==> config.mk <==
export PLATFORM = sky130hd
export DESIGN_NAME = multi_channel_trigger_cell
export DESIGN_NICKNAME = d
export VERILOG_FILES = /design/src/rtl/multi_channel_trigger_cell.sv
export SDC_FILE = /design/constraint.sdc
export NUM_CORES = 1
export LEC_CHECK = 0
export ABC_CLOCK_PERIOD_IN_PS = 2580
export CAP_MARGIN = 20
export CORE_UTILIZATION = 40
export CTS_BUF_LIST = sky130_fd_sc_hd__clkbuf_8
export DETAILED_ROUTE_END_ITERATION = 6
export PLACE_DENSITY = 0.76
export SLEW_MARGIN = 20
export SYNTH_ARGS = -nofsm -noshare
export SYNTH_HDL_FRONTEND = slang
export SYNTH_SLANG_ARGS = --single-unit
==> constraint.sdc <==
create_clock -name I1470_clk -period 2.58 [get_ports I1470_clk]
set_input_delay 0.516 -clock I1470_clk [delete_from_list [all_inputs] [get_ports I1470_clk]]
set_output_delay 0.516 -clock I1470_clk [all_outputs]
set_load 0.005 [all_outputs]
==> src/rtl/multi_channel_trigger_cell.sv <==
// Multi-channel registered gate cell: per channel, y = (a0&a1) & ~(b0&b1)
// through DEPTH flops, with valid tracking, saturating hit counters, sticky trig.
//
// Ports:
//   I1470_clk  rising-edge clock
//   I1477_rst  synchronous active-high reset
//   en         advance pipeline, fill counter, hit counters and trig
//   clr        synchronous soft clear, same effect as reset
//   a0,a1      set-path operands, bit c = channel c
//   b0,b1      mask-path operands, bit c = channel c
//   y          per-channel result from last-stage registers
//   valid      pipeline holds only post-clear data
//   hit_cnt    per-channel counters, channel c at [c*CNT_W +: CNT_W]
//   trig       sticky: some counter reached THRESH
module multi_channel_trigger_cell #(
   parameter int CH     = 4,
   parameter int DEPTH  = 1,
   parameter int CNT_W  = 8,
   parameter int THRESH = 3
) (
   input  logic                  I1470_clk,
   input  logic                  I1477_rst,
   input  logic                  en,
   input  logic                  clr,
   input  logic [CH-1:0]         a0,
   input  logic [CH-1:0]         a1,
   input  logic [CH-1:0]         b0,
   input  logic [CH-1:0]         b1,
   output logic [CH-1:0]         y,
   output logic                  valid,
   output logic [CH*CNT_W-1:0]   hit_cnt,
   output logic                  trig
);

   localparam int FW = $clog2(DEPTH + 1);
   localparam logic [FW-1:0]    FILL_MAX = FW'(DEPTH);
   localparam logic [CNT_W-1:0] THR      = CNT_W'(THRESH);
   localparam logic [CNT_W-1:0] SAT      = '1;

   logic [DEPTH-1:0][CH-1:0]    set_q, set_d;
   logic [DEPTH-1:0][CH-1:0]    mask_q, mask_d;
   logic [FW-1:0]               fill_q, fill_d;
   logic [CH-1:0][CNT_W-1:0]    cnt_q, cnt_d;
   logic                        trig_q, trig_d;

   assign y       = set_q[DEPTH-1] & ~mask_q[DEPTH-1];
   assign valid   = (fill_q == FILL_MAX);
   assign hit_cnt = cnt_q;
   assign trig    = trig_q;

   always_comb begin
      set_d  = set_q;
      mask_d = mask_q;
      fill_d = fill_q;
      cnt_d  = cnt_q;
      trig_d = trig_q;
      if (en) begin
         set_d[0]  = a0 & a1;
         mask_d[0] = b0 & b1;
         for (int k = 1; k < DEPTH; k++) begin
            set_d[k]  = set_q[k-1];
            mask_d[k] = mask_q[k-1];
         end
         if (!valid) begin
            fill_d = fill_q + 1'b1;
         end
         // y here is the pre-edge output, so a hit counts the value
         // being displayed when the edge arrives.
         for (int c = 0; c < CH; c++) begin
            if (valid && y[c] && (cnt_q[c] != SAT)) begin
               cnt_d[c] = cnt_q[c] + 1'b1;
            end
         end
         // Compare next-state counts so trig rises with the qualifying hit.
         for (int c = 0; c < CH; c++) begin
            if (cnt_d[c] >= THR) begin
               trig_d = 1'b1;
            end
         end
      end
   end

   always_ff @(posedge I1470_clk) begin
      if (I1477_rst || clr) begin
         set_q  <= '0;
         mask_q <= '0;
         fill_q <= '0;
         cnt_q  <= '0;
         trig_q <= 1'b0;
      end else begin
         set_q  <= set_d;
         mask_q <= mask_d;
         fill_q <= fill_d;
         cnt_q  <= cnt_d;
         trig_q <= trig_d;
      end
   end

endmodule
## Word-level counts from Yosys, hierarchy flattened

Cells that the tools add are included.
Widths: inputs -> output; s select.

- Output and inout bits: 38
- Bits in read-only memories: 0
- Bits in latches: 0
- Flip-flop bits (word level): 42
- Logic and storage cells: 49
- Bits in writable memories: 0
- Memories: 0

- Divide/modulo/power cells: 0
- Shift operators: 0
- Add/sub/neg operators: 5
- Order comparisons: 4
- Equal/unequal tests: 4
- Mux-type cells: 13
- Bitwise operators: 4
- Multipliers: 0
- Reduce and logical (&&, ||, !) cells: 11

Operators by type and width:

| operator | count |
|---|---|
| $mux 8 | 8 |
| $add 8x1->8 const B | 4 |
| $ge 8x2->1 const B | 4 |
| $ne 8x8->1 const B | 4 |
| $and 4x4->4 | 3 |
| $logic_and 1x1->1 | 8 |
| $mux 1 | 5 |
| $not 4->4 | 1 |
| $reduce_bool 4->1 | 1 |
| $reduce_and 2->1 | 1 |
| $add 1x1->1 const B | 1 |
| $logic_or 1x1->1 | 1 |

## Longest topological paths before layout

Gate-level depths: netlist of run 1.

- Word-level depth: 11
- Gate-level depth with buffers: 8
- Gate-level depth less buffers: 7

## Worst setup path after synthesis of run 1

Ideal clock, no wire load.

- Path type: register to register
- From: register cnt_q (netlist bit hit_cnt[0])
- To: register trig_q (netlist: trig)
- Setup slack: 673 ps
- Arrival time: 1778 ps
- Cell stages (with the launch flop): 8
- Cell sequence: dfxtp_1 ha_1 and4_4 a41oi_4 mux2i_1 a2111o_1 nor4_1 a31oi_1

- Cells in the longest elaborated chain, start to end: 7
- Elaborated cells between the ends (all ways): 8
- Classes of those cells: add/sub (1); order compare (1); eq/ne (1); mux (2); reduce/logical (3)

Ends and longest elaborated chain:

| element | RTL line | text |
|---|---|---|
| start: declaration | 43 | `logic [CH-1:0][CNT_W-1:0] cnt_q, cnt_d;` |
| start signal: assignment | 94 | `cnt_q <= cnt_d;` |
| parallel branches: the longest is 2 deep, another holds $add 8x1->8 | -- |  |
| $mux 8 * | 70 | `if (valid && y[c] && (cnt_q[c] != SAT)) begin` |
| $mux 8 * | 57 | `if (en) begin` |
| $ge 8x2->1 * | 76 | `if (cnt_d[c] >= THR) begin` |
| $reduce_bool 4->1 (no source line) * | -- |  |
| $reduce_and 2->1 (no source line) * | -- |  |
| end signal: assignment | 95 | `trig_q <= trig_d;` |
| end: declaration | 44 | `logic trig_q, trig_d;` |

Every way passes the cells marked *. The select of a mux whose other input is x is not followed.
A chain may end at the register's enable or synchronous reset.

## Worst setup path in the final report of run 1

Ends and elaborated chain as after synthesis.

==> metrics.yaml, run 1 <==
run_status:
  status: "finished, final reports clean"
setup_path:
  crit_chain: "ha_1 -> and4_4 -> a41oi_4 -> mux2i_1 -> a2111o_1 -> nor4_1 -> a31oi_1"
  crit_path_top_delay_cell: "dfxtp_1"
  crit_end: "trig"
  max_stage_delay_ps: 410
  crit_required_ps: 2750
  startpoint_type: "flip-flop"
  rr_worst_depth: 7
  path_max_fanout: 6
  reg2reg_from: "hit_cnt[0]"
  cp_data_arrival_time_ps: 2310
  end_kind: "flip-flop"
  worstSetupPathType: "flip-flop to flip-flop"
  r2r_slack_ps: 450
  crit_path_start: "hit_cnt[0]"
  timing.rr.end: "trig"
global_route:
  track_usage_pct: 19.5
  grt_use_met3_pct: 3.60
  use_met2_pct: 32.9
  grt_pass1_vias: 2179
  busiest_layer: "met2"
  overflow: 0
  grt_max_degree: 43
  met1_usage_pct: 25.3
  grt_pass1_wl_mm: 9.98
  grt_antenna_before_repair: 0
sta:
  relSlewSlack_pct: 45.9
  tightest_slew_ps: 811
  min_period_over_period_pct: 82.7
  drv_slew: 0
  timing.final.ws_setup_ps: 446
  clock_skew_ps: 5.78
  max_freq_mhz: 469
  rsz0062_at_grt: "no"
  finalHoldViolCount: 0
  period_minus_slack_ps: 2130
  setup_viol: 0
  final.setup.tns_ps: 0
floorplanning:
  dieArea_mm2: 0.00660
  core_region_area_mm2: 0.00599
  num_io_pins: 58
  start_util_pct: 41.9
  die_h_um: 81.2
  dieWidth_um: 81.2
  rows: 28
synth:
  yosysTopAreaCell: "dfxtp_1"
  async_flop_share_pct: 0
  synth_fa_ha_area_share_pct: 1.99
  synth_edf_count: 0
  avgSynthCellArea_um2: 8.18
  synth-simple-area-share_pct: 31.2
  yosys_register_bits: 42
  synth_area_mm2: 0.00251
  netlist_top_cells_area: "dfxtp_1, nor2_1, xor2_1, nand2_1, mux2i_1"
  synthMuxAreaShare_pct: 5.73
  yosys.area.top_type_share_pct: 33.5
  synth_cell_types: 50
  ys_seq_area_share_pct: 33.5
  ys.warnings.count: 0
  synthTopCellsByCount: "dfxtp_1, nor2_1, nand2_1"
  synth_compound_area_share_pct: 15.1
  synth_top_family_by_area: "simple AND/OR/NAND/NOR gates"
  netlist_instances: 307
  synth_ff_type: "dfxtp_1"
  synth_xor_area_share_pct: 8.03
  synth_fp_nets: 331
  yosysMostFrequentCell: "dfxtp_1"
clock_tree:
  cts_tree: "built"
  clkLatencyLatePin_ps: 290
  cts_hold_buf: 0
  clockRootBuffer: "clkbuf_8"
  htreeDepth: 2
  postCtsSetupRepairBufs: 0
  clk_pin_slew_worst_paths_ps: 80
  clkSinkCount: 42
  max-clock-path-buffers: 2
  numCtsBuffers: 5
  ctsResizeCount: 0
route:
  avgRoutedWirePerCell_um: 14.1
  viasPerCell: 5.64
  postRouteWirelength_mm: 6.01
  ant_nets: 0
  num_vias: 2409
  drt-pass1-iter-count: 4
  drcViolationCount: 0
  drtIter0Drc: 120
power_and_ir_drop:
  power_density_mw_per_mm2: 359
  p_leak_uw: 0.00109
  ir_worst_vdd_v: 0.000250
flow_run:
  cap_violations: 0
finish:
  layout.nets: 377
  area_growth_pct: 26.6
  antenna_cells: 0
  drive_above_1_share_pct: 5.97
  fill_cells: 578
place:
  place.gp.congestion: 0.826
  dp_hpwl_mm: 4.35
  io_buffers: 57
  dp_worst_setup_slack_ps: 311
hold_path:
  min-delay-path-class: "flip-flop to flip-flop"
## power breakdown
part	internal, uW	leakage [uW]	switching [uW]
registers	651	0.000339	5.61
logic	37.2	0.000706	30.3
clock network	206	0.0000431	210
## registers in the layout, indices dropped and copies added (netlist names)
signal / count
hit_cnt: 32
set_q: 4
mask_q: 4
trig: 1
valid: 1
## layer usage
metal	routed length, um	part of all wire (%)
met1	2830	47
met2	2780	46
met3	318	5.3
met4	78	1.3
met5	0	0
## metrics by stage
step / area, um^2 / utilization (%) / cells / hold slack (ps) / power (uW)
final: 3180 / 53.0 / 427 / 492 / 1140
after global routing: 3180 / 53.0 / 427 / 515 / 1180
after floorplan: 2510 / - / 307 / 458 / 699
after global placement: 3100 / 51.7 / 421 / 468 / 738
after CTS: 3180 / 53.0 / 427 / 490 / 1160
after detailed placement: 3100 / 51.7 / 421 / 479 / 739
## area by class of cell
type / instances / area (um^2) / share of cell area (%)
Multi-Input combinational cell: 240 / 1560 / 49.0
Timing Repair Buffer: 59 / 586 / 18.4
Sequential cell: 42 / 841 / 26.5
Clock buffer: 6 / 82.6 / 2.60
Tap cell: 75 / 93.8 / 2.95
Inverter: 5 / 18.8 / 0.591
## worst min-delay path by stage
stage                     startpoint        end  cells after the start
after floorplan            mask_q[1]  mask_q[1]                      2
after detailed placement   mask_q[1]  mask_q[1]                      2
after CTS                  mask_q[1]  mask_q[1]                      2
after global placement     mask_q[1]  mask_q[1]                      2
after global routing       mask_q[1]  mask_q[1]                      2
final                      mask_q[1]  mask_q[1]                      2
## worst max-delay path: cells and delay by family, from the launching register on
kind                     cells  cell delay [ps]
AND/OR/NAND/NOR              2              580
adder cells (fa/ha/maj)      1              300
flip-flops                   1              410
AO/OA/AOI/OAI                3              570
multiplexers                 1              170
## cell families (layout without fill, tap and decap cells)
kind of cell,count (synthesis),count (layout)
AOI/OAI and AO/OA,52,52
xor gates and xnor gates,23,23
adders and majority gates,4,4
buffers and inverters,25,70
DFF,42,42
muxes,14,14
and+or+nand+nor,147,147
## layout by cell type, fill, tap and decap left out, drive strengths merged, types with 7 or more instances in the layout
cell,count
o21ai,7
nor2,33
xnor2,9
dfxtp,42
nor3,12
nand2,30
clkdlybuf4s50,57
mux2i,11
xor2,14
a31oi,8
nand4,9
a21oi,18
nand3,22
Power figures use the tool's default switching activity.
==> inputs of run 2 (changes only) <==
- ABC_CLOCK_PERIOD_IN_PS: 2580 -> 1800
- PLACE_DENSITY: 0.76 -> 0.79
- clock period: 2.58 -> 1.8 ns (I/O delays scaled with it)
==> metrics.yaml, run 2 (synthesis gave the netlist of run 1 again) <==
floorplanning:
  core_region_area_mm2: 0.00599  # unchanged
  start_util_pct: 41.9  # unchanged
  num_io_pins: 58  # unchanged
  dieArea_mm2: 0.00660  # unchanged
  die_h_um: 81.2  # unchanged
  dieWidth_um: 81.2  # unchanged
  rows: 28  # unchanged
place:
  dpl.cell_count: 482  # +14%
  io_buffers: 57  # unchanged
  place.gp.congestion: 0.934  # +13%
  dp_hpwl_mm: 5.37  # +23%
setup_path:
  timing.rr.end: "hit_cnt[29]"
  critPathBufInv: 0  # unchanged
  reg2reg_from: "hit_cnt[25]"
  end_kind: "flip-flop"
  crit_required_ps: 2010  # -740 ps
  r2r_slack_ps: -30  # -480 ps
  crit_path_top_delay_cell: "dfxtp_4"
  crit_chain: "ha_4 -> and2_2 -> a311oi_4 -> nand4_2 -> or3_4 -> a21oi_2"
  path_max_fanout: 4  # -2
  cp_data_arrival_time_ps: 2040  # -270 ps
  path_delay_family: "simple AND/OR/NAND/NOR gates"
  worstSetupPathType: "flip-flop to flip-flop"
  max_stage_delay_ps: 370  # -40 ps
  rr_worst_depth: 6  # -1
  startpoint_type: "flip-flop"
hold_path:
  hold_depth: 2  # unchanged
  min-delay-path-class: "flip-flop to flip-flop"
  hold_start: "mask_q[1]"
  holdPathEnd: "mask_q[1]"
run_status:
  status: "finished, violations left"
  violations: "setup timing"
route:
  drtIter0Drc: 156  # +30%
  ant_nets: 0  # unchanged
  drcViolationCount: 0  # unchanged
  viasPerCell: 5.54  # -1.8%
  avgRoutedWirePerCell_um: 14.9  # +6.0%
  drt-pass1-iter-count: 4  # unchanged
  num_vias: 2742  # +14%
  postRouteWirelength_mm: 7.38  # +23%
clock_tree:
  clkSinkCount: 42  # unchanged
  numCtsBuffers: 5  # unchanged
  clkLatencyLatePin_ps: 300  # about the same
  max-clock-path-buffers: 2  # unchanged
  cts_tree: "built"
  clk_pin_slew_worst_paths_ps: 80  # about the same
  clockRootBuffer: "clkbuf_8"
  cts_hold_buf: 0  # unchanged
  htreeDepth: 2  # unchanged
global_route:
  grt_antenna_before_repair: 0  # unchanged
  grt_pass1_wl_mm: 11.5  # +15%
  grt_max_degree: 27  # -37%
  overflow: 0  # unchanged
  grt_pass1_vias: 2420  # +11%
  track_usage_pct: 22.7  # +3.1 points
power_and_ir_drop:
  pwr-share-clk_pct: 40.3  # +3.8 points
  power_frac_seq_pct: 52.9  # -4.7 points
  p_leak_uw: 0.00152  # +40%
  p_comb_share_pct: 6.8  # +0.9 points
  ir_worst_vdd_v: 0.000384  # +53%
  power.internal_uw: 1380  # +55%
  power_density_mw_per_mm2: 457  # +27%
  p_sw_share_pct: 21.7  # +0.15 points
  p_switching_uw: 383  # +56%
sta:
  final.setup.tns_ps: -64.0  # -64.0 ps
  rsz0062_at_grt: "yes"
  period_minus_slack_ps: 1830  # -304 ps
  clock_skew_ps: 14.2  # +8.41 ps
  setup_viol: 3  # +3
  max_freq_mhz: 546  # +17%
  tightest_slew_ps: 396  # -415 ps
  relSlewSlack_pct: 73.4  # +27 points
  finalHoldViolCount: 0  # unchanged
  drv_slew: 0  # unchanged
  min_period_over_period_pct: 102  # +19 points
  timing.final.ws_setup_ps: -30.3  # -476 ps
finish:
  drive_above_1_share_pct: 28.3  # +22 points
  layout.nets: 443  # +18%
  area_growth_pct: 53.9
  largest_reg_flops: 32  # unchanged
  antenna_cells: 0  # unchanged
  stdcell_count: 495  # +16%
  final_common_cell: "buf_4"
  final_cell_mix: "buf_4, clkdlybuf4s50_1, nor2_1, dfxtp_1, nand2_1"
flow_run:
  cap_violations: 0  # unchanged
-- run 2: cell types whose count changed in the layout (fill, tap and decap cells not counted), moves of 3 or more --
| cell | before | now |
|---|---|---|
| ha_1 | 4 | 1 |
| dfxtp_1 | 42 | 31 |
| nor3_1 | 11 | 8 |
| buf_4 | 2 | 65 |
| nor4_2 | 0 | 3 |
| buf_6 | 0 | 3 |
| dfxtp_2 | 0 | 9 |
| nor4_1 | 6 | 3 |
-- run 2: worst max-delay path by stage --
stage,from,end,slack [ps],cells past startpoint
after CTS,valid,trig,1,8
after global placement,en,hit_cnt[29],-50,6
final,hit_cnt[25],hit_cnt[29],-30,6
after detailed placement,en,hit_cnt[29],-190,6
after global routing,hit_cnt[25],trig,-160,7
after floorplan,hit_cnt[24],hit_cnt[29],0.3,6
-- run 2: final cells by class --
type | instances | area [um^2]
inverter | 5 | 18.8
clock buffer | 8 | 110
multi-input combinational | 240 | 1680
tap | 75 | 93.8
timing repair buffer | 125 | 1100
fill | 470 | 2130
sequential | 42 | 860
-- run 2: metal layers --
metal / global-route usage (%) / part of all wire [%]
met5: 0 / 0
met4: 8.39 / 2.1
met3: 4.16 / 4.4
met2: 37.3 / 49
met1: 29.3 / 44
-- run 2: worst register-to-register path, delay by kind of cell (launching register included) --
kind,cells,cell delay [ps]
DFF,1,370
and+or+nand+nor,3,760
adders and majority gates,1,180
AOI/OAI and AO/OA,2,440
-- run 2: power by group through the flow --
| stage | Combinational (uW) | Clock (uW) | Sequential, uW |
|---|---|---|---|
| after global routing | 127 | 764 | 935 |
| final | 119 | 712 | 934 |
| after floorplan | 42.9 | 0 | 957 |
| after detailed placement | 118 | 0 | 957 |
| after global placement | 115 | 0 | 957 |
| after CTS | 118 | 724 | 935 |
-- run 2: metrics by stage --
step / area, um^2 / hold slack [ps] / power [uW] / worst slack, ps / utilization (%)
2_1_floorplan: 2530 / 458 / 1000 / 0.339 / -
3_3_place_gp: 3580 / 472 / 1070 / -54.9 / 59.7
3_5_place_dp: 3580 / 487 / 1070 / -191 / 59.7
4_1_cts: 3750 / 498 / 1780 / 1.35 / 62.6
5_1_grt: 3860 / 515 / 1830 / -161 / 64.5
6_report: 3860 / 493 / 1770 / -30.3 / 64.5
-- run 2: repair_timing --
item / 4_1_cts / 5_1_grt
endpoints found under the setup margin: 4 / 11
buffers inserted: 2 / 3
gates resized for setup: 10 / 25
pin swaps: 8 / 9
==> patch (config.mk and constraints of run 1) <==
`CH`: 4 -> 3.
--- a/src/rtl/multi_channel_trigger_cell.sv
+++ b/src/rtl/multi_channel_trigger_cell.sv
@@ -15,3 +15,3 @@
 module multi_channel_trigger_cell #(
-   parameter int CH     = 4,
+   parameter int CH     = 3,
    parameter int DEPTH  = 1,
Ports: changed (6 resized); port bits go from 58 to 45. The function was not compared with the original's and may differ.
==> patch against run 1 <==
The flow now finishes with violations (DRC); global-route usage shrank 1.7 points; via count shrank 24%; wire length shrank 28%; setup slack gained 0.12 ns; power shrank 15%; synthesized cell count shrank 21%; area after synthesis shrank 24%; sequential cell count shrank 10; sequential share of layout area shrank 0.33 points; design area shrank 23%; utilization grew 1.8 points; critical path depth is the same; clock skew shrank 0.0027 ns; die area shrank 24%; largest cell class unchanged.
==> patch: results (changes against run 1) <==
XOR/XNOR share of the synthesized area - 0.0645 (was 0.0803)
DRC - 4 (was 0)
Top Family by Delay on Critical Path - compound AO/OA/AOI/OAI gates (was simple AND/OR/NAND/NOR gates)
Post-synthesis mux area share - 0.0474 (was 0.0573)
Lkg Pwr - 0.805 nW (was 1.09 nW)
Ranking of synthesized cells by area - dfxtp_1 34%, nor2_1 5.7%, mux2i_1 4.7%, nand3_1 4.7%, xnor2_1 4.6% (was dfxtp_1 33%, nor2_1 4.9%, xor2_1 4.9%, nand2_1 4.5%, mux2i_1 4.4%)
Post-synthesis instance total - 244 (was 307)
Largest stage delay on the critical path - 0.43 ns (was 0.41 ns)
Number of global-route vias before repair - 1552 (was 2179)
Syn Nets - 263 (was 331)
Clk_skew - 0.00303 ns (was 0.00578 ns)
Synth Area in Compound Gates - 0.174 (was 0.151)
Via count - 1835 (was 2409)
Wirelength per Cell - 12.8 um (was 14.1 um)
Outcome - complete, but fails checks (was finished clean)
GRT Util Overall - 0.178 (was 0.195)
Adder-cell area share of the yosys netlist - 0.0197 (was 0.0199)
Crit path arrival time - 2.19 ns (was 2.31 ns)
TritonRoute pass-1 iters - 6 (was 4)
Failing checks - DRC
Sequential share of the synthesized area - 0.337 (was 0.335)
GPL Wtd Cong - 0.903 (was 0.826)
Commonest cells post-synth - 32 x dfxtp_1, 29 x nor2_1, 21 x nand2_1, 18 x nand3_1, 14 x a21oi_1 (was 42 x dfxtp_1, 33 x nor2_1, 30 x nand2_1, 22 x nand3_1, 18 x a21oi_1)
IO buf count - 44 (was 57)
Slew @ Worst Pin - 0.573 ns (was 0.811 ns)
patch: kinds of logic after synthesis:
| group | Yosys count |
|---|---|
| and+or+nand+nor | 114 |
| AOI/OAI and AO/OA | 51 |
| DFF | 32 |
| buffers and inverters | 21 |
| xor gates and xnor gates | 14 |
| muxes | 9 |
| adders and majority gates | 3 |
patch: final cells by class:
| type | count | area, um2 |
|---|---|---|
| Clock buffer | 6 | 82.6 |
| Clock inverter | 2 | 15.0 |
| Fill cell | 410 | 2020 |
| Inverter | 7 | 26.3 |
| Multi-Input combinational cell | 191 | 1170 |
| Sequential cell | 32 | 641 |
| Tap cell | 52 | 65.1 |
| Timing Repair Buffer | 45 | 448 |
patch: per-layer routing:
metal / wire, um / vias to the layer above / global-route usage / part of all wire
li1: - / 945 / - / -
met1: 2020 / 826 / 0.232 / 0.47
met2: 1980 / 60 / 0.282 / 0.46
met3: 260 / 4 / 0.0541 / 0.060
met4: 40 / 0 / 0.0600 / 0.0093
met5: 0 / - / 0 / 0
patch: worst paths after layout:
check | end | slack (ns) | cells past startpoint
worst max register to register | trig$_SDFFE_PP0P_ | 0.56 | 7
worst min register to register | set_q[1]$_SDFFE_PP0P_ | 0.48 | 2
worst min-delay path | set_q[1]$_SDFFE_PP0P_ | 0.48 | 2
worst max-delay path | trig$_SDFFE_PP0P_ | 0.56 | 7
patch: power by group:
group	total (W)	internal [W]	leakage (nW)	switching [W]
clock	0.000419	0.000216	0.0434	0.000203
sequential	0.000499	0.000496	0.258	0.00000233
combinational	0.0000491	0.0000297	0.504	0.0000194
patch: tightest hold or removal path: stages, from the launching register on:
cell and delay (ns):
dfxtp_1 0.32, nand2b_1 0.07, a21oi_1 0.05
patch: stage by stage:
stage	area (um2)	total power [W]	hold slack, ns	setup WS [ns]
after floorplan	1900	0.000529	0.450	0.799
after global placement	2350	0.000560	0.463	0.491
after detailed placement	2350	0.000560	0.471	0.415
after CTS	2450	0.000976	0.482	0.558
after global routing	2450	0.00101	0.519	0.405
final	2450	0.000967	0.480	0.563
